===== config.mk =====
export PLATFORM = sky130hd
export DESIGN_NAME = enemy_group_flat
export DESIGN_NICKNAME = d
export VERILOG_FILES = /design/src/rtl/enemy_pkg.sv /design/src/rtl/enemy_group_if.sv /design/src/rtl/random_number_generator.sv /design/src/rtl/enemy_group.sv /design/src/flat_wrapper.sv
export SDC_FILE = /design/constraint.sdc
export NUM_CORES = 1
export LEC_CHECK = 0
export BUFFER_PORTS_ARGS = -buffer_cell sky130_fd_sc_hd__buf_2
export CORE_MARGIN = 2
export CORE_UTILIZATION = 54
export DETAILED_ROUTE_END_ITERATION = 12
export PLACE_DENSITY_LB_ADDON = 0.3
export SLEW_MARGIN = 40
export SYNTH_ARGS = -nofsm -noshare
export SYNTH_HDL_FRONTEND = slang
export SYNTH_HIERARCHICAL = 1
export SYNTH_SLANG_ARGS = --single-unit

===== constraint.sdc =====
create_clock -name clock -period 9.4 [get_ports clock]
set_clock_uncertainty 0.1 [all_clocks]
set_input_delay 0.94 -clock clock [delete_from_list [all_inputs] [get_ports clock]]
set_output_delay 0.94 -clock clock [all_outputs]
set_load 0.005 [all_outputs]

===== src/rtl/enemy_pkg.sv =====
// Shared definitions for the enemy group: movement/facing codes, draw FSM
// state encoding and the facing -> sprite-sheet row mapping.
package enemy_pkg;

   // Direction and facing share one 3-bit code space.
   typedef enum logic [2:0] {
      NO_ACTION = 3'b000,
      ATTACK    = 3'b001,
      UP        = 3'b010,
      DOWN      = 3'b011,
      LEFT      = 3'b100,
      RIGHT     = 3'b101
   } dir_t;

   typedef enum logic [2:0] {
      S_IDLE  = 3'd0,
      S_SCAN  = 3'd1,
      S_PIX   = 3'd2,
      S_FLUSH = 3'd3,
      S_DONE  = 3'd4
   } draw_state_t;

   // Sprite sheet holds four views stacked: DOWN, LEFT, UP, RIGHT.
   function automatic logic [1:0] facing_idx(input logic [2:0] f);
      logic [1:0] idx;
      idx = 2'd0;
      case (f)
         DOWN:    idx = 2'd0;
         LEFT:    idx = 2'd1;
         UP:      idx = 2'd2;
         RIGHT:   idx = 2'd3;
         default: idx = 2'd0;
      endcase
      return idx;
   endfunction

endpackage


===== src/rtl/enemy_group_if.sv =====
// Bundle of control strobes, enemy state outputs and the sprite/VGA path.
//
// Control strobes init/gen_move/apply_move are single-cycle pulses sampled on
// the rising clock edge; draw is a level held high until draw_done pulses for
// one cycle, and dropping draw early aborts the pass. sprite_colour must be the
// ROM word for the sprite_addr presented on the previous cycle; x_draw/y_draw
// and VGA_write line up with it.
interface enemy_group_if #(
   parameter int N  = 4,
   parameter int AW = 10
);
   logic             init;
   logic             gen_move;
   logic             apply_move;
   logic             draw;
   logic [N-1:0]     collision;
   logic [N-1:0]     hit;
   logic [8:0]       link_x_pos;
   logic [7:0]       link_y_pos;
   logic [9*N-1:0]   x_pos;
   logic [8*N-1:0]   y_pos;
   logic [3*N-1:0]   facing;
   logic [N-1:0]     alive;
   logic [AW-1:0]    sprite_addr;
   logic [5:0]       sprite_colour;
   logic [8:0]       x_draw;
   logic [7:0]       y_draw;
   logic             VGA_write;
   logic             draw_done;
   logic             all_dead;
   logic [2:0]       draw_state;

   modport slave (
      input  init, gen_move, apply_move, draw, collision, hit,
             link_x_pos, link_y_pos, sprite_colour,
      output x_pos, y_pos, facing, alive, sprite_addr, x_draw, y_draw,
             VGA_write, draw_done, all_dead, draw_state
   );

   modport master (
      output init, gen_move, apply_move, draw, collision, hit,
             link_x_pos, link_y_pos, sprite_colour,
      input  x_pos, y_pos, facing, alive, sprite_addr, x_draw, y_draw,
             VGA_write, draw_done, all_dead, draw_state
   );
endinterface


===== src/rtl/random_number_generator.sv =====
// Free-running 16-bit Fibonacci LFSR (x^16 + x^14 + x^13 + x^11 + 1).
module random_number_generator #(
   parameter logic [15:0] SEED = 16'hACE1
) (
   input  logic        clk_i,
   input  logic        rst_ni,
   output logic [15:0] rnd_o
);
   logic [15:0] lfsr_q;
   logic [15:0] lfsr_d;

   assign lfsr_d = {lfsr_q[14:0], lfsr_q[15] ^ lfsr_q[13] ^ lfsr_q[12] ^ lfsr_q[10]};

   // Advance every clock; seed must be non-zero to avoid the lock-up state.
   always_ff @(posedge clk_i or negedge rst_ni) begin
      if (!rst_ni) lfsr_q <= SEED;
      else         lfsr_q <= lfsr_d;
   end

   assign rnd_o = lfsr_q;
endmodule


===== src/rtl/enemy_group.sv =====
// NUM_ENEMIES enemies sharing one set of control strobes, plus a draw engine
// that serialises every live enemy's sprite into one pixel stream.
module enemy_group
   import enemy_pkg::*;
#(
   parameter int          NUM_ENEMIES = 4,
   parameter int          SPRITE_W    = 16,
   parameter int          SPRITE_H    = 16,
   parameter int          STEP        = 1,
   parameter int          MAX_HP      = 3,
   parameter int          MODE        = 1,
   parameter int          SPAWN_X0    = 210,
   parameter int          SPAWN_DX    = 20,
   parameter int          SPAWN_Y     = 96,
   parameter int          X_MAX       = 320,
   parameter int          Y_MAX       = 240,
   parameter logic [5:0]  TRANSPARENT = 6'b111111,
   parameter logic [15:0] LFSR_SEED   = 16'hACE1
) (
   input logic          clock,
   input logic          reset,
   enemy_group_if.slave bus
);
   localparam int         COLW   = $clog2(SPRITE_W);
   localparam int         CW     = $clog2(SPRITE_W * SPRITE_H);
   localparam int         IW     = (NUM_ENEMIES > 1) ? $clog2(NUM_ENEMIES) : 1;
   localparam logic [8:0] X_LIM  = 9'(X_MAX - SPRITE_W);
   localparam logic [7:0] Y_LIM  = 8'(Y_MAX - SPRITE_H);
   localparam logic [8:0] STEP_X = 9'(STEP);
   localparam logic [7:0] STEP_Y = 8'(STEP);

   logic [15:0]              rnd;
   logic [9*NUM_ENEMIES-1:0] x_pos_w;
   logic [8*NUM_ENEMIES-1:0] y_pos_w;
   logic [3*NUM_ENEMIES-1:0] facing_w;
   logic [NUM_ENEMIES-1:0]   alive_w;

   random_number_generator #(.SEED(LFSR_SEED)) u_rng (
      .clk_i  (clock),
      .rst_ni (reset),
      .rnd_o  (rnd)
   );

   for (genvar i = 0; i < NUM_ENEMIES; i++) begin : g_enemy
      localparam logic [8:0] SPAWN_XI = 9'(SPAWN_X0 - i * SPAWN_DX);
      localparam logic [7:0] SPAWN_YI = 8'(SPAWN_Y);
      localparam logic [3:0] HP_INIT  = 4'(MAX_HP);

      logic [8:0] x_q;
      logic [7:0] y_q;
      logic [2:0] facing_q;
      logic [2:0] dir_q;
      logic [3:0] hp_q;
      logic       alive_q;
      logic [3:0] r;
      logic [2:0] wander;
      logic [2:0] dir_d;
      logic [9:0] x_sum;
      logic [8:0] y_sum;
      logic [8:0] x_mv;
      logic [7:0] y_mv;

      assign r = rnd[4*(i%4) +: 4];

      // Pick this enemy's next direction: chase Link (y before x) or wander.
      always_comb begin
         wander = UP;
         case (r[3:2])
            2'b01:   wander = DOWN;
            2'b10:   wander = LEFT;
            2'b11:   wander = RIGHT;
            default: wander = UP;
         endcase
         dir_d = NO_ACTION;
         if (alive_q) begin
            if (MODE == 0 || r[1:0] == 2'b11)   dir_d = wander;
            else if (bus.link_y_pos < y_q)      dir_d = UP;
            else if (bus.link_y_pos > y_q)      dir_d = DOWN;
            else if (bus.link_x_pos < x_q)      dir_d = LEFT;
            else if (bus.link_x_pos > x_q)      dir_d = RIGHT;
            else                                dir_d = NO_ACTION;
         end
      end

      // Candidate position one STEP along dir_q, clamped to the playfield.
      always_comb begin
         x_sum = {1'b0, x_q} + {1'b0, STEP_X};
         y_sum = {1'b0, y_q} + {1'b0, STEP_Y};
         x_mv  = x_q;
         y_mv  = y_q;
         case (dir_q)
            UP:      y_mv = (y_q < STEP_Y) ? 8'd0 : y_q - STEP_Y;
            DOWN:    y_mv = (y_sum > {1'b0, Y_LIM}) ? Y_LIM : y_sum[7:0];
            LEFT:    x_mv = (x_q < STEP_X) ? 9'd0 : x_q - STEP_X;
            RIGHT:   x_mv = (x_sum > {1'b0, X_LIM}) ? X_LIM : x_sum[8:0];
            default: ;
         endcase
      end

      // Per-enemy state: spawn, latch direction, then move/face/take hits.
      always_ff @(posedge clock or negedge reset) begin
         if (!reset) begin
            x_q      <= '0;
            y_q      <= '0;
            facing_q <= DOWN;
            dir_q    <= NO_ACTION;
            hp_q     <= '0;
            alive_q  <= 1'b0;
         end else if (bus.init) begin
            x_q      <= SPAWN_XI;
            y_q      <= SPAWN_YI;
            facing_q <= DOWN;
            dir_q    <= NO_ACTION;
            hp_q     <= HP_INIT;
            alive_q  <= 1'b1;
         end else if (bus.gen_move) begin
            dir_q <= dir_d;
         end else if (bus.apply_move && alive_q) begin
            if (dir_q != NO_ACTION && dir_q != ATTACK) facing_q <= dir_q;
            if (!bus.collision[i]) begin
               x_q <= x_mv;
               y_q <= y_mv;
            end
            if (bus.hit[i]) begin
               hp_q <= hp_q - 4'd1;
               if (hp_q == 4'd1) alive_q <= 1'b0;
            end
         end
      end

      assign x_pos_w[9*i +: 9]  = x_q;
      assign y_pos_w[8*i +: 8]  = y_q;
      assign facing_w[3*i +: 3] = facing_q;
      assign alive_w[i]         = alive_q;
   end

   // ---------------- draw engine ----------------
   draw_state_t   state_q, state_d;
   logic [IW-1:0] idx_q, idx_d;
   logic [CW-1:0] cnt_q, cnt_d;
   logic          valid_q, valid_d;
   logic          done_q, done_d;
   logic [8:0]    x_draw_q;
   logic [7:0]    y_draw_q;
   logic [8:0]    cur_x;
   logic [7:0]    cur_y;
   logic [2:0]    cur_f;
   logic          last_idx;

   assign cur_x    = x_pos_w[9*int'(idx_q) +: 9];
   assign cur_y    = y_pos_w[8*int'(idx_q) +: 8];
   assign cur_f    = facing_w[3*int'(idx_q) +: 3];
   assign last_idx = (idx_q == IW'(NUM_ENEMIES - 1));

   // Next-state: walk enemies, stream W*H addresses per live one, then flush.
   always_comb begin
      state_d = state_q;
      idx_d   = idx_q;
      cnt_d   = cnt_q;
      valid_d = 1'b0;
      if (bus.init) begin
         state_d = S_IDLE;
      end else if (!(bus.gen_move || bus.apply_move)) begin
         case (state_q)
            S_IDLE: if (bus.draw) begin
               state_d = S_SCAN;
               idx_d   = '0;
            end
            S_SCAN: begin
               if (!bus.draw)            state_d = S_IDLE;
               else if (alive_w[idx_q]) begin
                  state_d = S_PIX;
                  cnt_d   = '0;
               end
               else if (last_idx)        state_d = S_FLUSH;
               else                      idx_d   = idx_q + IW'(1);
            end
            S_PIX: begin
               if (!bus.draw) state_d = S_IDLE;
               else begin
                  valid_d = 1'b1;
                  cnt_d   = cnt_q + CW'(1);
                  if (&cnt_q) begin
                     if (last_idx) state_d = S_FLUSH;
                     else begin
                        state_d = S_SCAN;
                        idx_d   = idx_q + IW'(1);
                     end
                  end
               end
            end
            S_FLUSH: state_d = bus.draw ? S_DONE : S_IDLE;
            S_DONE:  if (!bus.draw) state_d = S_IDLE;
            default: state_d = S_IDLE;
         endcase
      end
      done_d = (state_d == S_DONE) && (state_q != S_DONE);
   end

   // Draw registers; pixel coordinates ride one cycle behind the address.
   always_ff @(posedge clock or negedge reset) begin
      if (!reset) begin
         state_q  <= S_IDLE;
         idx_q    <= '0;
         cnt_q    <= '0;
         valid_q  <= 1'b0;
         done_q   <= 1'b0;
         x_draw_q <= '0;
         y_draw_q <= '0;
      end else begin
         state_q <= state_d;
         idx_q   <= idx_d;
         cnt_q   <= cnt_d;
         valid_q <= valid_d;
         done_q  <= done_d;
         if (valid_d) begin
            x_draw_q <= cur_x + 9'(cnt_q[COLW-1:0]);
            y_draw_q <= cur_y + 8'(cnt_q[CW-1:COLW]);
         end
      end
   end

   assign bus.sprite_addr = valid_d ? {facing_idx(cur_f), cnt_q} : '0;
   assign bus.x_draw      = x_draw_q;
   assign bus.y_draw      = y_draw_q;
   assign bus.VGA_write   = valid_q && (bus.sprite_colour != TRANSPARENT);
   assign bus.draw_done   = done_q;
   assign bus.draw_state  = state_q;
   assign bus.x_pos       = x_pos_w;
   assign bus.y_pos       = y_pos_w;
   assign bus.facing      = facing_w;
   assign bus.alive       = alive_w;
   assign bus.all_dead    = &(~alive_w);
endmodule


===== src/flat_wrapper.sv =====
// flat-port wrapper written by rule: the top's interface ports become plain ports
module enemy_group_flat import enemy_pkg::*;
#(
   parameter int          NUM_ENEMIES = 4,
   parameter int          SPRITE_W    = 16,
   parameter int          SPRITE_H    = 16,
   parameter int          STEP        = 1,
   parameter int          MAX_HP      = 3,
   parameter int          MODE        = 1,
   parameter int          SPAWN_X0    = 210,
   parameter int          SPAWN_DX    = 20,
   parameter int          SPAWN_Y     = 96,
   parameter int          X_MAX       = 320,
   parameter int          Y_MAX       = 240,
   parameter logic [5:0]  TRANSPARENT = 6'b111111,
   parameter logic [15:0] LFSR_SEED   = 16'hACE1
)
  (clock, reset, bus_init, bus_gen_move, bus_apply_move, bus_draw, bus_collision, bus_hit, bus_link_x_pos, bus_link_y_pos, bus_sprite_colour, bus_x_pos, bus_y_pos, bus_facing, bus_alive, bus_sprite_addr, bus_x_draw, bus_y_draw, bus_VGA_write, bus_draw_done, bus_all_dead, bus_draw_state);
  enemy_group_if #(.N(4), .AW(10)) bus_i ();
  input logic clock;
  input logic reset;
  input wire logic [$bits(bus_i.init)-1:0] bus_init;
  input wire logic [$bits(bus_i.gen_move)-1:0] bus_gen_move;
  input wire logic [$bits(bus_i.apply_move)-1:0] bus_apply_move;
  input wire logic [$bits(bus_i.draw)-1:0] bus_draw;
  input wire logic [$bits(bus_i.collision)-1:0] bus_collision;
  input wire logic [$bits(bus_i.hit)-1:0] bus_hit;
  input wire logic [$bits(bus_i.link_x_pos)-1:0] bus_link_x_pos;
  input wire logic [$bits(bus_i.link_y_pos)-1:0] bus_link_y_pos;
  input wire logic [$bits(bus_i.sprite_colour)-1:0] bus_sprite_colour;
  output wire logic [$bits(bus_i.x_pos)-1:0] bus_x_pos;
  output wire logic [$bits(bus_i.y_pos)-1:0] bus_y_pos;
  output wire logic [$bits(bus_i.facing)-1:0] bus_facing;
  output wire logic [$bits(bus_i.alive)-1:0] bus_alive;
  output wire logic [$bits(bus_i.sprite_addr)-1:0] bus_sprite_addr;
  output wire logic [$bits(bus_i.x_draw)-1:0] bus_x_draw;
  output wire logic [$bits(bus_i.y_draw)-1:0] bus_y_draw;
  output wire logic [$bits(bus_i.VGA_write)-1:0] bus_VGA_write;
  output wire logic [$bits(bus_i.draw_done)-1:0] bus_draw_done;
  output wire logic [$bits(bus_i.all_dead)-1:0] bus_all_dead;
  output wire logic [$bits(bus_i.draw_state)-1:0] bus_draw_state;
  assign bus_i.init = bus_init;
  assign bus_i.gen_move = bus_gen_move;
  assign bus_i.apply_move = bus_apply_move;
  assign bus_i.draw = bus_draw;
  assign bus_i.collision = bus_collision;
  assign bus_i.hit = bus_hit;
  assign bus_i.link_x_pos = bus_link_x_pos;
  assign bus_i.link_y_pos = bus_link_y_pos;
  assign bus_i.sprite_colour = bus_sprite_colour;
  assign bus_x_pos = bus_i.x_pos;
  assign bus_y_pos = bus_i.y_pos;
  assign bus_facing = bus_i.facing;
  assign bus_alive = bus_i.alive;
  assign bus_sprite_addr = bus_i.sprite_addr;
  assign bus_x_draw = bus_i.x_draw;
  assign bus_y_draw = bus_i.y_draw;
  assign bus_VGA_write = bus_i.VGA_write;
  assign bus_draw_done = bus_i.draw_done;
  assign bus_all_dead = bus_i.all_dead;
  assign bus_draw_state = bus_i.draw_state;
  enemy_group #(.NUM_ENEMIES(NUM_ENEMIES), .SPRITE_W(SPRITE_W), .SPRITE_H(SPRITE_H), .STEP(STEP), .MAX_HP(MAX_HP), .MODE(MODE), .SPAWN_X0(SPAWN_X0), .SPAWN_DX(SPAWN_DX), .SPAWN_Y(SPAWN_Y), .X_MAX(X_MAX), .Y_MAX(Y_MAX), .TRANSPARENT(TRANSPARENT), .LFSR_SEED(LFSR_SEED)) u_core (.clock(clock), .reset(reset), .bus(bus_i));
endmodule

; After elaboration in Yosys (flattened, before gate mapping)
; Index checks and enable logic that the tools add are counted.
[totals]
input_bits = 37
word_cells = 404
regBits = 160
[classes]
mul = 2
eq_ne = 62
muxes = 175
reduce_logical = 67
n_shift = 3
order_cmp = 33
n_addsub = 24
n_bitwise = 6
[op_table]
columns = cell, count
row1 = 8-bit 2-to-1 mux, 27
row2 = 9-bit 2-to-1 mux, 24
row3 = 3-bit 2-to-1 mux, 58
row4 = 8-bit case mux with 2 select lines, 5
row5 = 9-bit case mux with 2 select lines, 4
row6 = 4-bit 2-to-1 mux, 16
row7 = 4-bit AND reduction, 13
row8 = 9-bit by 1-bit adder with 10-bit output (second input constant), 4
row9 = 10-bit by 9-bit > comparator with 1-bit output (second input constant), 4
row10 = 3-bit nonzero test, 13
row11 = 8-bit by 1-bit adder with 9-bit output (second input constant), 4
row12 = 3-bit == test (second input constant), 12
row13 = 9-bit by 8-bit > comparator with 1-bit output (second input constant), 4
row14 = 9-bit > comparator, 4
row15 = 9-bit by 1-bit < comparator with 1-bit output (second input constant), 4
row16 = 9-bit < comparator, 4
row17 = 3-bit case mux with 3 select lines, 4
row18 = 2-bit nonzero test, 18
row19 = 36-bit by 32-bit variable part select with 9-bit output, 1
row20 = 9-bit by 1-bit subtractor with 9-bit output (second input constant), 4
row21 = 3-bit by 2-bit == test with 1-bit output (second input constant), 11
row22 = 8-bit > comparator, 4
row23 = 8-bit by 1-bit < comparator with 1-bit output (second input constant), 4
row24 = 8-bit < comparator, 4
row25 = other kinds (35), 122

; Logic depth before layout (Yosys ltp)
; Gate-level depths: netlist of the first run.
[logic_depth]
depth_word = 9
depth_mapped = 13
mapped_depth_nobuf = 11

; Cells and area by module
; The synthesis of the first run kept the hierarchy.
[by_module_without_submodules]
columns = mod, cells_per_inst, seq_area_each_um2, n_inst, area_per_inst_um2
row1 = enemy_group, 1546, 3613.5, 1, 12545.8
row2 = random_number_generator, 34, 410.4, 1, 549.3

; Worst setup path before layout of the first run
; Ideal clock, no wire load.
[synth_path]
kind = input -> output
from = in bus_apply_move
to = out bus_sprite_addr[8]
n_path_buf = 3
arrival_ns = 2.480
setup_slack_ns = 5.880
path_stages = 6
path_cell_list = or2_2 > clkbuf_1 > or4_1 > clkbuf_1 > clkbuf_1 > nor3b_1
[synth_via]
elab_chain_len = 4
[synth_rtl]
columns = element, line
row1 = from (decl), flat_wrapper.sv:24  ; input wire logic [$bits(bus_i.apply_move)-1:0] bus_apply_move;
row2 = 1-bit logical OR, enemy_group.sv:163  ; end else if (!(bus.gen_move || bus.apply_move)) begin
row3 = 1-bit 2-to-1 mux, enemy_group.sv:163
row4 = 1-bit 2-to-1 mux, enemy_group.sv:161  ; if (bus.init) begin
row5 = 10-bit 2-to-1 mux, enemy_group.sv:223  ; assign bus.sprite_addr = valid_d ? {facing_idx(cur_f), cnt_q} : '0;
row6 = to (decl), flat_wrapper.sv:35  ; output wire logic [$bits(bus_i.sprite_addr)-1:0] bus_sprite_addr;
; Every way passes these cells.

; Worst setup path after layout of the first run
[layout_path]
from = in bus_gen_move
to = out bus_sprite_addr[6]
[layout_via]
elab_chain_len = 4
[layout_rtl]
columns = element, line
row1 = from (decl), flat_wrapper.sv:23  ; input wire logic [$bits(bus_i.gen_move)-1:0] bus_gen_move;
row2 = 1-bit logical OR, enemy_group.sv:163
row3 = 1-bit 2-to-1 mux, enemy_group.sv:163
row4 = 1-bit 2-to-1 mux, enemy_group.sv:161
row5 = 10-bit 2-to-1 mux, enemy_group.sv:223
; Every way passes these cells.

==> key figures, run 1 <==
Cells and area
  • # diodes: 0
  • Ratio of cells with drive above 1 in the final layout: 0.152
  • Area of the multi-input gates: 8240 um2
  • Fill cells: 2055
  • Commonest non-fill, non-tap cells in the layout: nand2_1 (157), buf_2 (152), dfrtp_1 (144)
  • Area Overhead vs Synth: 10.8%
  • Final #Nets: 1815
  • Final core occ: 0.614
  • Register area: 4020 um2
  • Commonest non-fill, non-tap cell in the layout: nand2_1

Power and ir drop
  • Leak Pwr: 6.54 nW
  • Max IR drop VDD: 134 uV
  • Pwr/cell area: 127 nW/um2
  • Tot Pwr: 1.84 mW

Synthesis
  • Post-synth cell types: 84
  • Yosys warns: 6
  • Sequential area share after synthesis: 0.307
  • Yosys reg bits: 160
  • Syn Nets: 1729
  • Post-Synthesis Cells: 1580
  • Synth async-reset ratio: 1.00
  • Synthesized area per cell: 8.29 um2
  • Synth Cell Area: 13100 um2
  • Post-synth EDFFs: 0
  • Top_reg_cell synth: dfrtp_1

GRT
  • Vias in the first global route: 11664
  • Pin count of the biggest net entering global routing: 83
  • First-pass GRT wire length: 62.3 mm
  • Grt total ovfl: 0
  • All-Layer GR Usage: 0.304
  • Initial antenna violation count: 1

Critical path
  • WP data arrival: 3.21 ns
  • CP max-delay cell: or4_1
  • CP required: 8.36 ns
  • R2R Setup Slk: 6.26 ns
  • Critical path depth: 7
  • Startpoint Class: input port
  • Crit path buffers/inverters: 4
  • Reg2Reg Depth: 7
  • CP endpoint kind: output pin
  • Worst-path cell chain: buf_2, or2_2, or4_1, buf_4, inv_1, and2_1, buf_2
  • CP most frequent cell: buf_2
  • CP max stage delay: 0.75 ns
  • Endpoint of the lowest-slack register-to-register path: u_core/g_enemy[1].x_q[2]$_DFFE_PN0P_
  • Crit path max-delay family: simple AND/OR/NAND/NOR gates
  • Largest fanout on the critical path: 25
  • Critical path class: input port to output pin
  • Worst R2R Start: u_core/g_enemy[1].x_q[0]$_DFFE_PN0P_

STA
  • Setup ws final: 5.15 ns
  • Final Hold Viols: 0
  • Max Fclk: 235 MHz
  • Final max-slew violation count: 0
  • RSZ-0062 raised after global routing: no
  • Minimum clock period: 4.25 ns
  • Setup violations, final: 0
  • Hold slack: 0.272 ns
  • Final period utilization: 0.452
  • Worst-margin pin slew: 0.849 ns
  • Sum Neg Setup Slack: 0 ns
  • Max-slew headroom: 0.433

Clock tree
  • Post-cts repair resize count: 0
  • Post-CTS Hold Buffers: 0
  • CTS sink cnt: 160
  • CTS tree: built
  • CTS buffer count: 17
  • Clock root buffer: clkbuf_16
  • Clk buf depth: 2
  • # Post-CTS Setup Buffers: 0
  • Clock Latency Late Sink: 0.44 ns
  • Reg clk slew, reported paths: 0.06 ns
  • H-tree depth: 4

Die
  • Row count: 56
  • Die W: 160 um
  • Die height: 160 um
  • Core Region: 23600 um2
  • Starting Density: 0.555
  • IO Pins: 154
  • Die area: 25500 um2

Route
  • Drt initial violations: 1383
  • DRC violations left: 0
  • TritonRoute pass-1 iters: 5
  • ANT nets after route: 0
  • DR vias: 12887
  • Average wire per cell in the routed design: 19.8 um
  • Vias/cell: 6.45
  • Routed WL: 39.5 mm

Outcome
  • Status: completed

Placement
  • DP Worst Slack: 5.16 ns
  • Routability cong.: 0.961
  • DPL Wire Length: 28.8 mm
  • I/O Buffers: 153

Worst hold path
  • Min-delay src: u_core/u_rng/rnd_o[6]$_DFF_PN1_
  • Hold worst-path end: u_core/u_rng/rnd_o[7]$_DFF_PN1_
  • Worst hold path type: flop to flop
  • Worst hold path stage count: 0

Flow run
  • Max Cap Viol: 0
through the flow:
step / instance area, um2 / std cells
5_1_grt: 14500 / 1998
4_1_cts: 14500 / 1998
3_5_place_dp: 13900 / 1966
3_3_place_gp: 13800 / 1966
6_report: 14500 / 1998
2_1_floorplan: 13100 / 1580
Yosys cell counts (11+ instances only):
| cell | n | share of area |
|---|---|---|
| a21o_1 | 22 | 0.013 |
| and2_1 | 19 | 0.0091 |
| nor2_1 | 105 | 0.030 |
| ha_1 | 110 | 0.11 |
| a21oi_1 | 114 | 0.044 |
| mux2i_1 | 14 | 0.011 |
| nand2_1 | 157 | 0.045 |
| nand2b_1 | 14 | 0.0067 |
| a31oi_1 | 25 | 0.012 |
| dfrtp_1 | 144 | 0.28 |
| xnor2_1 | 39 | 0.026 |
| clkbuf_1 | 54 | 0.015 |
| mux4_2 | 20 | 0.034 |
| buf_4 | 20 | 0.011 |
| o21ai_0 | 127 | 0.049 |
| o31ai_1 | 11 | 0.0063 |
| and3_1 | 25 | 0.012 |
| inv_1 | 103 | 0.030 |
| nor3_1 | 47 | 0.018 |
| buf_2 | 12 | 0.0046 |
| nand4_1 | 34 | 0.016 |
| a211oi_1 | 14 | 0.0080 |
| o211ai_1 | 18 | 0.010 |
| o21a_1 | 16 | 0.0092 |
| nor4_1 | 20 | 0.0096 |
| dfstp_2 | 16 | 0.032 |
| or3_1 | 11 | 0.0053 |
| nor2b_1 | 28 | 0.013 |
| nand3_1 | 70 | 0.027 |
per-layer routing:
| layer | GRT usage | routed length [um] |
|---|---|---|
| met5 | 0 | 13 |
| met4 | 0.0975 | 977 |
| met3 | 0.0509 | 3730 |
| met2 | 0.483 | 18100 |
| met1 | 0.424 | 16700 |
power breakdown:
part	total (mW)	switching [mW]	internal, mW	leakage, nW
registers	0.769	0.0571	0.711	1.97
logic	0.313	0.186	0.127	4.27
clock network	0.760	0.311	0.449	0.305
total	1.84	0.554	1.29	6.54
worst max-delay path by stage:
stage                   start                 end  slack (ns)
2_1_floorplan  bus_apply_move  bus_sprite_addr[8]        5.88
3_3_place_gp     bus_gen_move  bus_sprite_addr[6]        5.20
3_5_place_dp     bus_gen_move  bus_sprite_addr[6]        5.16
4_1_cts          bus_gen_move  bus_sprite_addr[6]        5.16
5_1_grt          bus_gen_move  bus_sprite_addr[6]        4.97
6_report         bus_gen_move  bus_sprite_addr[6]        5.15
area by class of cell:
cell class / instances / share of cell area
clock inverter: 15 / 0.0142
tap: 319 / 0.0275
timing repair buffer: 159 / 0.0568
inverter: 103 / 0.0267
multi-input combinational: 1225 / 0.568
clock buffer: 17 / 0.0293
sequential: 160 / 0.277
worst reg2reg max path, delay by kind of cell, from the launching register on:
family | cells | cell delay (ns)
AND/OR/NAND/NOR | 3 | 1.01
flip-flops | 1 | 0.63
AO/OA/AOI/OAI | 3 | 0.91
adder cells (fa/ha/maj) | 1 | 0.36
cells by family (layout without fill, tap and decap cells):
group / count (synthesis) / after routing / share of synthesized area
adders and majority gates: 112 / 112 / 0.108
muxes: 39 / 39 / 0.0505
AOI/OAI and AO/OA: 440 / 440 / 0.210
and+or+nand+nor: 585 / 585 / 0.226
buffers and inverters: 195 / 294 / 0.0649
DFF: 160 / 160 / 0.307
xor gates and xnor gates: 49 / 49 / 0.0328
sequential cells by signal, indices dropped and copies added, names as in the netlist:
register,cells
u_core/g_enemy.dir_q,12
u_core/u_rng/rnd_o,16
u_core/bus.draw_state,3
u_core/g_enemy.y_q,32
u_core/g_enemy.hp_q,16
u_core/valid_q,1
u_core/bus.draw_done,1
u_core/bus.x_draw,9
u_core/g_enemy.facing_q,12
u_core/bus.y_draw,8
u_core/g_enemy.alive_q,4
u_core/idx_q,2
u_core/g_enemy.x_q,36
u_core/cnt_q,8
No activity file was read; power rests on OpenSTA's default activity.
==> run 2, diff against run 1 <==
- ABC_AREA: default -> 1
- clock period: 9.4 -> 3.76 ns (I/O delays scaled with it)
==> run 2 against run 1 <==
Compared with the run above:
- sequential power grew to 3.3 times the previous value
- synthesized area grew 3.7%
- count of clock-buffer cells in the layout grew 2
- core utilization shrank 0.93 points
- combinational power grew to 8.7 times the previous value
- non-clock buffer count grew 5
- register-to-register slack lost 5.8 ns
- wire length grew 10%
- sequential share of layout area shrank 1.1 points
- critical endpoint is now u_core/bus.x_draw[8]$_DFFE_PN0P_
- largest power group is now combinational cells
==> key figures, run 2 <==
Outcome
  • Status: completed (unchanged)

Synthesis
  • Top_reg_cell synth: dfrtp_1 (unchanged)
  • Most instantiated cells after synthesis: nand2_1 (567), inv_1 (251), nor2_1 (220) (was nand2_1 (157), dfrtp_1 (144), o21ai_0 (127))
  • Top-count cell post-synth: nand2_1 (unchanged)
  • Post-Synthesis Cells: 2054 (was 1580)
  • Sequential area share after synthesis: 0.296 (was 0.307)
  • Post-synth top area share: 0.265 (was 0.275)
  • Post-synth EDFFs: 0 (unchanged)
  • Yosys warns: 6 (unchanged)
  • Syn Nets: 2203 (was 1729)
  • Synthesized area per cell: 6.61 um2 (was 8.29 um2)
  • Leading post-synthesis cells by cell area: dfrtp_1 (27%), nand2_1 (16%), ha_1 (10%), inv_1 (6.9%), nor2_1 (6.1%) (was dfrtp_1 (28%), ha_1 (11%), o21ai_0 (4.9%), nand2_1 (4.5%), a21oi_1 (4.4%))
  • Cell accounting for the most synthesized area: dfrtp_1 (unchanged)
  • Post-synth cell types: 47 (was 84)
  • Synth async-reset ratio: 1.00 (unchanged)
  • Yosys reg bits: 160 (unchanged)
  • Synth Cell Area: 13600 um2 (was 13100 um2)

Cells and area
  • Fill cells: 2393 (was 2055)
  • Area Overhead vs Synth: 11.2% (was 10.8%)
  • Largest register FFs: 36 (unchanged)
  • Commonest non-fill, non-tap cells in the layout: nand2_1 (567), inv_1 (249), nor2_1 (220) (was nand2_1 (157), buf_2 (152), dfrtp_1 (144))
  • Biggest register: u_core/g_enemy.x_q (unchanged)
  • Largest registers: u_core/g_enemy.x_q x36, u_core/g_enemy.y_q x32 (unchanged)
  • Ratio of cells with drive above 1 in the final layout: 0.122 (was 0.152)
  • Final #Nets: 2324 (was 1815)
  • Register area: 4020 um2 (unchanged)
  • Area of the multi-input gates: 8160 um2 (was 8240 um2)
  • Commonest non-fill, non-tap cell in the layout: nand2_1 (unchanged)

Route
  • Routed WL: 43.5 mm (was 39.5 mm)
  • DR vias: 14484 (was 12887)
  • Vias/cell: 5.75 (was 6.45)
  • Average wire per cell in the routed design: 17.3 um (was 19.8 um)
  • DRC violations left: 0 (unchanged)
  • ANT nets after route: 0 (unchanged)
  • Drt initial violations: 1592 (was 1383)
  • TritonRoute pass-1 iters: 8 (was 5)

Die
  • IO Pins: 154 (unchanged)
  • Row count: 58 (was 56)
  • Die height: 163 um (was 160 um)
  • Starting Density: 0.544 (was 0.555)
  • Die W: 163 um (was 160 um)
  • Die area: 26400 um2 (was 25500 um2)
  • Core Region: 25000 um2 (was 23600 um2)

Worst hold path
  • Worst hold path type: input port to flop (was flop to flop)

Critical path
  • CP Capture Point: u_core/bus.x_draw[8]$_DFFE_PN0P_ (was bus_sprite_addr[6])
  • Critical path class: flop to flop (was input port to output pin)
  • Worst-path cell chain: clkinv_1, o21ai_0, a21oi_1, a21oi_1, ha_1, inv_1, fa_1, o21ai_0, nand2_1, nor2_1, nand2_1, o21bai_1, nand3_1, nand2_1 (was buf_2, or2_2, or4_1, buf_4, inv_1, and2_1, buf_2)
  • CP max-delay cell: clkinv_1 (was or4_1)
  • R2R Setup Slk: 0.44 ns (was 6.26 ns)
  • CP required: 4.03 ns (was 8.36 ns)
  • Reg2Reg Depth: 14 (was 7)
  • Startpoint Class: flop (was input port)
  • Endpoint of the lowest-slack register-to-register path: u_core/bus.x_draw[8]$_DFFE_PN0P_ (was u_core/g_enemy[1].x_q[2]$_DFFE_PN0P_)
  • WP data arrival: 3.59 ns (was 3.21 ns)
  • Largest fanout on the critical path: 29 (was 25)
  • CP max stage delay: 0.63 ns (was 0.75 ns)
  • CP most frequent cell: nand2_1 (was buf_2)
  • Crit path from: u_core/idx_q[1]$_DFFE_PN0P_ (was bus_gen_move)
  • CP endpoint kind: flop (was output pin)
  • Worst R2R Start: u_core/idx_q[1]$_DFFE_PN0P_ (was u_core/g_enemy[1].x_q[0]$_DFFE_PN0P_)

STA
  • Max-slew headroom: 0.469 (was 0.433)
  • Final period utilization: 0.882
  • Setup violations, final: 0 (unchanged)
  • Final max-slew violation count: 0 (unchanged)
  • Worst-margin pin slew: 0.792 ns (was 0.849 ns)
  • Minimum clock period: 3.32 ns
  • Max Fclk: 301 MHz
  • Final Hold Viols: 0 (unchanged)
  • RSZ-0062 raised after global routing: no (unchanged)
  • Hold slack: 0.196 ns (was 0.272 ns)
  • Sum Neg Setup Slack: 0 ns (unchanged)

Power and ir drop
  • Internal Power: 3.95 mW (was 1.29 mW)
  • Sequential group share of total power: 0.357 (was 0.417)
  • Sw power: 3.05 mW (was 0.554 mW)
  • Clock share of power: 0.254 (was 0.413)
  • Pwr/cell area: 463 nW/um2 (was 127 nW/um2)
  • Max IR drop VDD: 259 uV (was 134 uV)
  • Combinational power share: 0.390 (was 0.170)
  • Switching Fraction: 0.436 (was 0.301)
  • Leak Pwr: 8.01 nW (was 6.54 nW)

GRT
  • Vias in the first global route: 13476 (was 11664)
  • Grt total ovfl: 0 (unchanged)
  • Initial antenna violation count: 1 (unchanged)
  • Pin count of the biggest net entering global routing: 78 (was 83)
  • First-pass GRT wire length: 69.2 mm (was 62.3 mm)
  • All-Layer GR Usage: 0.331 (was 0.304)

Clock tree
  • Clk buf depth: 2 (unchanged)
  • Reg clk slew, reported paths: 0.07 ns (was 0.06 ns)
  • Clock root buffer: clkbuf_16 (unchanged)
  • CTS tree: built (unchanged)
  • Clock Latency Late Sink: 0.43 ns (was 0.44 ns)
  • CTS buffer count: 17 (unchanged)
  • # Post-CTS Setup Buffers: 0 (unchanged)
  • CTS sink cnt: 160 (unchanged)
  • H-tree depth: 4 (unchanged)

Placement
  • Routability cong.: 0.950 (was 0.961)
  • DPL Wire Length: 33.3 mm (was 28.8 mm)
  • I/O Buffers: 153 (unchanged)

Flow run
  • Max Cap Viol: 0 (unchanged)
## run 2: repair_timing
item | in CTS | in global routing
gates resized for setup | 0 | 0
hold endpoints to repair | 69 | 0
hold buffers | 1 | 0
## run 2: stage by stage
step           area (um2)  total power, mW  worst slack, ns  instances   util
2_1_floorplan       13600             4.21            0.949       2054      -
3_3_place_gp        14500             5.09            0.830       2483  0.580
3_5_place_dp        14500             5.17            0.721       2485  0.581
4_1_cts             15100             6.96            0.706       2518  0.605
5_1_grt             15100             7.49           0.0958       2518  0.605
6_report            15100             7.00            0.443       2519  0.605
## run 2: kinds of logic (layout without fill, tap and decap cells)
| logic type | Yosys count | count (layout) | synth area share |
|---|---|---|---|
| flops | 160 | 160 | 0.296 |
| fa+ha+maj | 112 | 112 | 0.104 |
| other cells | 0 | 1 | 0 |
| compound gates | 347 | 347 | 0.141 |
| buf+inv | 339 | 473 | 0.102 |
| simple gates | 1052 | 1052 | 0.328 |
| xor+xnor | 44 | 44 | 0.0284 |
## run 2: per-layer routing
metal	GRT usage	part of all wire
met1	0.428	0.41
met2	0.543	0.46
met3	0.0430	0.075
met4	0.173	0.052
met5	0	0
## run 2: power by group through the flow
stage | logic (mW) | clock network, mW | registers, mW
after floorplan | 1.91 | 0 | 2.30
after global routing | 3.08 | 1.87 | 2.54
after detailed placement | 2.65 | 0 | 2.52
final | 2.73 | 1.78 | 2.50
after global placement | 2.58 | 0 | 2.51
after CTS | 2.68 | 1.80 | 2.49
## run 2: cell type report
type	count	share of cell area
Antenna cell	1	0.000166
Sequential cell	160	0.266
Inverter	277	0.0688
Multi-Input combinational cell	1555	0.541
Timing Repair Buffer	164	0.0574
Tap cell	330	0.0273
Clock inverter	13	0.00920
Clock buffer	19	0.0300
## run 2: worst max-delay path, delay by kind of cell (launching register included)
kind	cells	cell delay, ns
and+or+nand+nor	5	0.50
adders and majority gates	2	0.62
buffers and inverters	2	0.69
DFF	1	0.35
AOI/OAI and AO/OA	5	1.00
## run 2: how the worst min path moves through the flow
stage / cells after the start / end / slack [ns] / start
final: 3 / u_core/g_enemy[1].facing_q[2]$_DFFE_PN0P_ / 0.20 / bus_apply_move
after global routing: 3 / u_core/g_enemy[1].facing_q[2]$_DFFE_PN0P_ / 0.20 / bus_apply_move
after CTS: 3 / u_core/g_enemy[1].facing_q[2]$_DFFE_PN0P_ / 0.18 / bus_apply_move
after detailed placement: 0 / u_core/u_rng/rnd_o[7]$_DFF_PN1_ / 0.26 / u_core/u_rng/rnd_o[6]$_DFF_PN1_
after global placement: 0 / u_core/u_rng/rnd_o[7]$_DFF_PN1_ / 0.26 / u_core/u_rng/rnd_o[6]$_DFF_PN1_
after floorplan: 0 / u_core/bus.draw_done$_DFF_PN0_ / -0.02 / reset
==> run 3, diff against run 2 <==
- CTS_BUF_LIST: default -> sky130_fd_sc_hd__clkbuf_8
==> run 3 against run 2 <==
Compared with the run above:
- clock power fell by 25%
- register-to-register slack barely moved
- maximum frequency fell by 0.27%
- core utilization fell by 0.77 points
- highest routed layer unchanged
- sequential power barely moved
- global-route usage fell by 0.066 points
- sequential share of layout area rose by 0.34 points
- critical endpoint unchanged
- setup slack got worse by 0.0091 ns
- total power fell by 6.4%
- non-clock buffer count did not move
- largest power group unchanged
==> key figures, run 3 (same netlist as run 2, synthesis figures left out) <==
Clock tree
  • # Post-CTS Setup Buffers: 0 (unchanged)
  • Reg clk slew, reported paths: 0.10 ns (was 0.07 ns)
  • Clock root buffer: clkbuf_8 (was clkbuf_16)
  • H-tree depth: 4 (unchanged)
  • Post-cts repair resize count: 0 (unchanged)
  • CTS sink cnt: 160 (unchanged)
  • CTS buffer count: 17 (unchanged)
  • CTS tree: built (unchanged)
  • Clk buf depth: 2 (unchanged)
  • Clock Latency Late Sink: 0.47 ns (was 0.43 ns)

Die
  • Row count: 58 (unchanged)
  • Die height: 163 um (unchanged)
  • Die W: 163 um (unchanged)
  • IO Pins: 154 (unchanged)
  • Starting Density: 0.544 (unchanged)
  • Die area: 26400 um2 (unchanged)
  • Core Region: 25000 um2 (unchanged)

Cells and area
  • Fin area: 14900 um2 (was 15100 um2)
  • Commonest non-fill, non-tap cells in the layout: nand2_1 (567), inv_1 (249), nor2_1 (220) (unchanged)
  • Commonest non-fill, non-tap cell in the layout: nand2_1 (unchanged)
  • Final #Nets: 2324 (unchanged)
  • Largest registers: u_core/g_enemy.x_q x36, u_core/g_enemy.y_q x32 (unchanged)
  • Biggest register: u_core/g_enemy.x_q (unchanged)
  • Ratio of cells with drive above 1 in the final layout: 0.122 (unchanged)
  • Area Overhead vs Synth: 9.83% (was 11.2%)
  • Largest register FFs: 36 (unchanged)

Critical path
  • Largest fanout on the critical path: 29 (unchanged)
  • Critical path class: flop to flop (unchanged)
  • CP required: 4.07 ns (was 4.03 ns)
  • WP data arrival: 3.64 ns (was 3.59 ns)
  • CP endpoint kind: flop (unchanged)
  • Startpoint Class: flop (unchanged)

GRT
  • Initial antenna violation count: 1 (unchanged)
  • Vias in the first global route: 13376 (was 13476)
  • Pin count of the biggest net entering global routing: 78 (unchanged)
  • All-Layer GR Usage: 0.330 (was 0.331)
  • Grt total ovfl: 0 (unchanged)
  • First-pass GRT wire length: 69.2 mm (about the same)

Placement
  • DPL Wire Length: 33.3 mm (unchanged)
  • Routability cong.: 0.950 (unchanged)
  • I/O Buffers: 153 (unchanged)
  • Placed Area: 14500 um2 (unchanged)

STA
  • RSZ-0062 raised after global routing: no (unchanged)
  • Max-slew headroom: 0.465 (was 0.469)
  • Hold slack: 0.160 ns (was 0.196 ns)
  • Max Fclk: 301 MHz (about the same)
  • Final Hold Viols: 0 (unchanged)
  • Final period utilization: 0.885 (was 0.882)
  • Final max-slew violation count: 0 (unchanged)
  • Setup violations, final: 0 (unchanged)
  • Worst-margin pin slew: 0.798 ns (was 0.792 ns)
  • Minimum clock period: 3.33 ns (was 3.32 ns)
  • Sum Neg Setup Slack: 0 ns (unchanged)

Worst hold path
  • Worst hold path type: input port to flop (unchanged)

Route
  • Drt initial violations: 1514 (was 1592)
  • Routed WL: 43.5 mm (about the same)
  • Average wire per cell in the routed design: 17.3 um (about the same)
  • DR vias: 14450 (was 14484)
  • TritonRoute pass-1 iters: 6 (was 8)
  • DRC violations left: 0 (unchanged)
  • ANT nets after route: 0 (unchanged)
  • Vias/cell: 5.74 (was 5.75)

Power and ir drop
  • Pwr/cell area: 439 nW/um2 (was 463 nW/um2)
  • Max IR drop VDD: 259 uV (about the same)
  • Leak Pwr: 7.92 nW (was 8.01 nW)

Flow run
  • Max Cap Viol: 0 (unchanged)

Outcome
  • Status: completed (unchanged)
-- run 3: cell counts in the layout (fill, tap and decap cells not counted) --
No cell type changed its count.
-- run 3: power breakdown --
part           internal, mW  switching [mW]
Sequential             2.00           0.500
Combinational         0.978            1.75
Clock                 0.585           0.742
-- run 3: repair_timing --
item | CTS | global route
hold buffers | 1 | 0
hold endpoints to repair | 69 | 0
endpoints found under the setup margin | 0 | 0
-- run 3: through the flow --
step / utilization / instances / power, mW / setup slack, ns
finish: 0.597 / 2519 / 6.55 / 0.434
global placement: 0.580 / 2483 / 5.09 / 0.830
global route: 0.597 / 2518 / 7.05 / 0.117
detailed placement: 0.581 / 2485 / 5.17 / 0.721
CTS: 0.597 / 2518 / 6.51 / 0.712
floorplan: - / 2054 / 4.21 / 0.949
-- run 3: critical path, stage by stage, from the launching register on --
cell	delay (ns)
dfrtp_1	0.36
clkinv_1	0.63
o21ai_0	0.27
a21oi_1	0.07
a21oi_1	0.26
ha_1	0.22
inv_1	0.06
fa_1	0.40
o21ai_0	0.25
nand2_1	0.10
nor2_1	0.17
nand2_1	0.09
o21bai_1	0.15
nand3_1	0.08
nand2_1	0.06
-- run 3: layout make-up --
type                            count  area [um2]
Multi-Input combinational cell   1555        8160
Clock buffer                       19         262
Sequential cell                   160        4020
Clock inverter                     13         139
Inverter                          277        1040
Tap cell                          330         413
Timing Repair Buffer              164         867
Fill cell                        2428       10100
Antenna cell                        1        2.50
-- run 3: layer usage --
layer	GRT usage	vias to the layer above	share of wire
met5	0	-	0
met1	0.429	6668	0.41
li1	-	6921	-
met2	0.542	714	0.46
met4	0.168	0	0.052
met3	0.0423	147	0.079
-- run 3: path summary, 6_finish.rpt --
path / startpoint / end / slack (ns) / cells after the start
min reg2reg: u_core/u_rng/rnd_o[6]$_DFF_PN1_ / u_core/u_rng/rnd_o[7]$_DFF_PN1_ / 0.27 / 0
max reg2reg: u_core/idx_q[1]$_DFFE_PN0P_ / u_core/bus.x_draw[8]$_DFFE_PN0P_ / 0.43 / 14
min in group asynchronous: reset / u_core/g_enemy[3].x_q[8]$_DFFE_PN0P_ / 0.40 / 2
min: bus_apply_move / u_core/g_enemy[1].facing_q[2]$_DFFE_PN0P_ / 0.16 / 3
max: u_core/idx_q[1]$_DFFE_PN0P_ / u_core/bus.x_draw[8]$_DFFE_PN0P_ / 0.43 / 14
max in group asynchronous: reset / u_core/g_enemy[2].facing_q[1]$_DFFE_PN1P_ / 2.31 / 3
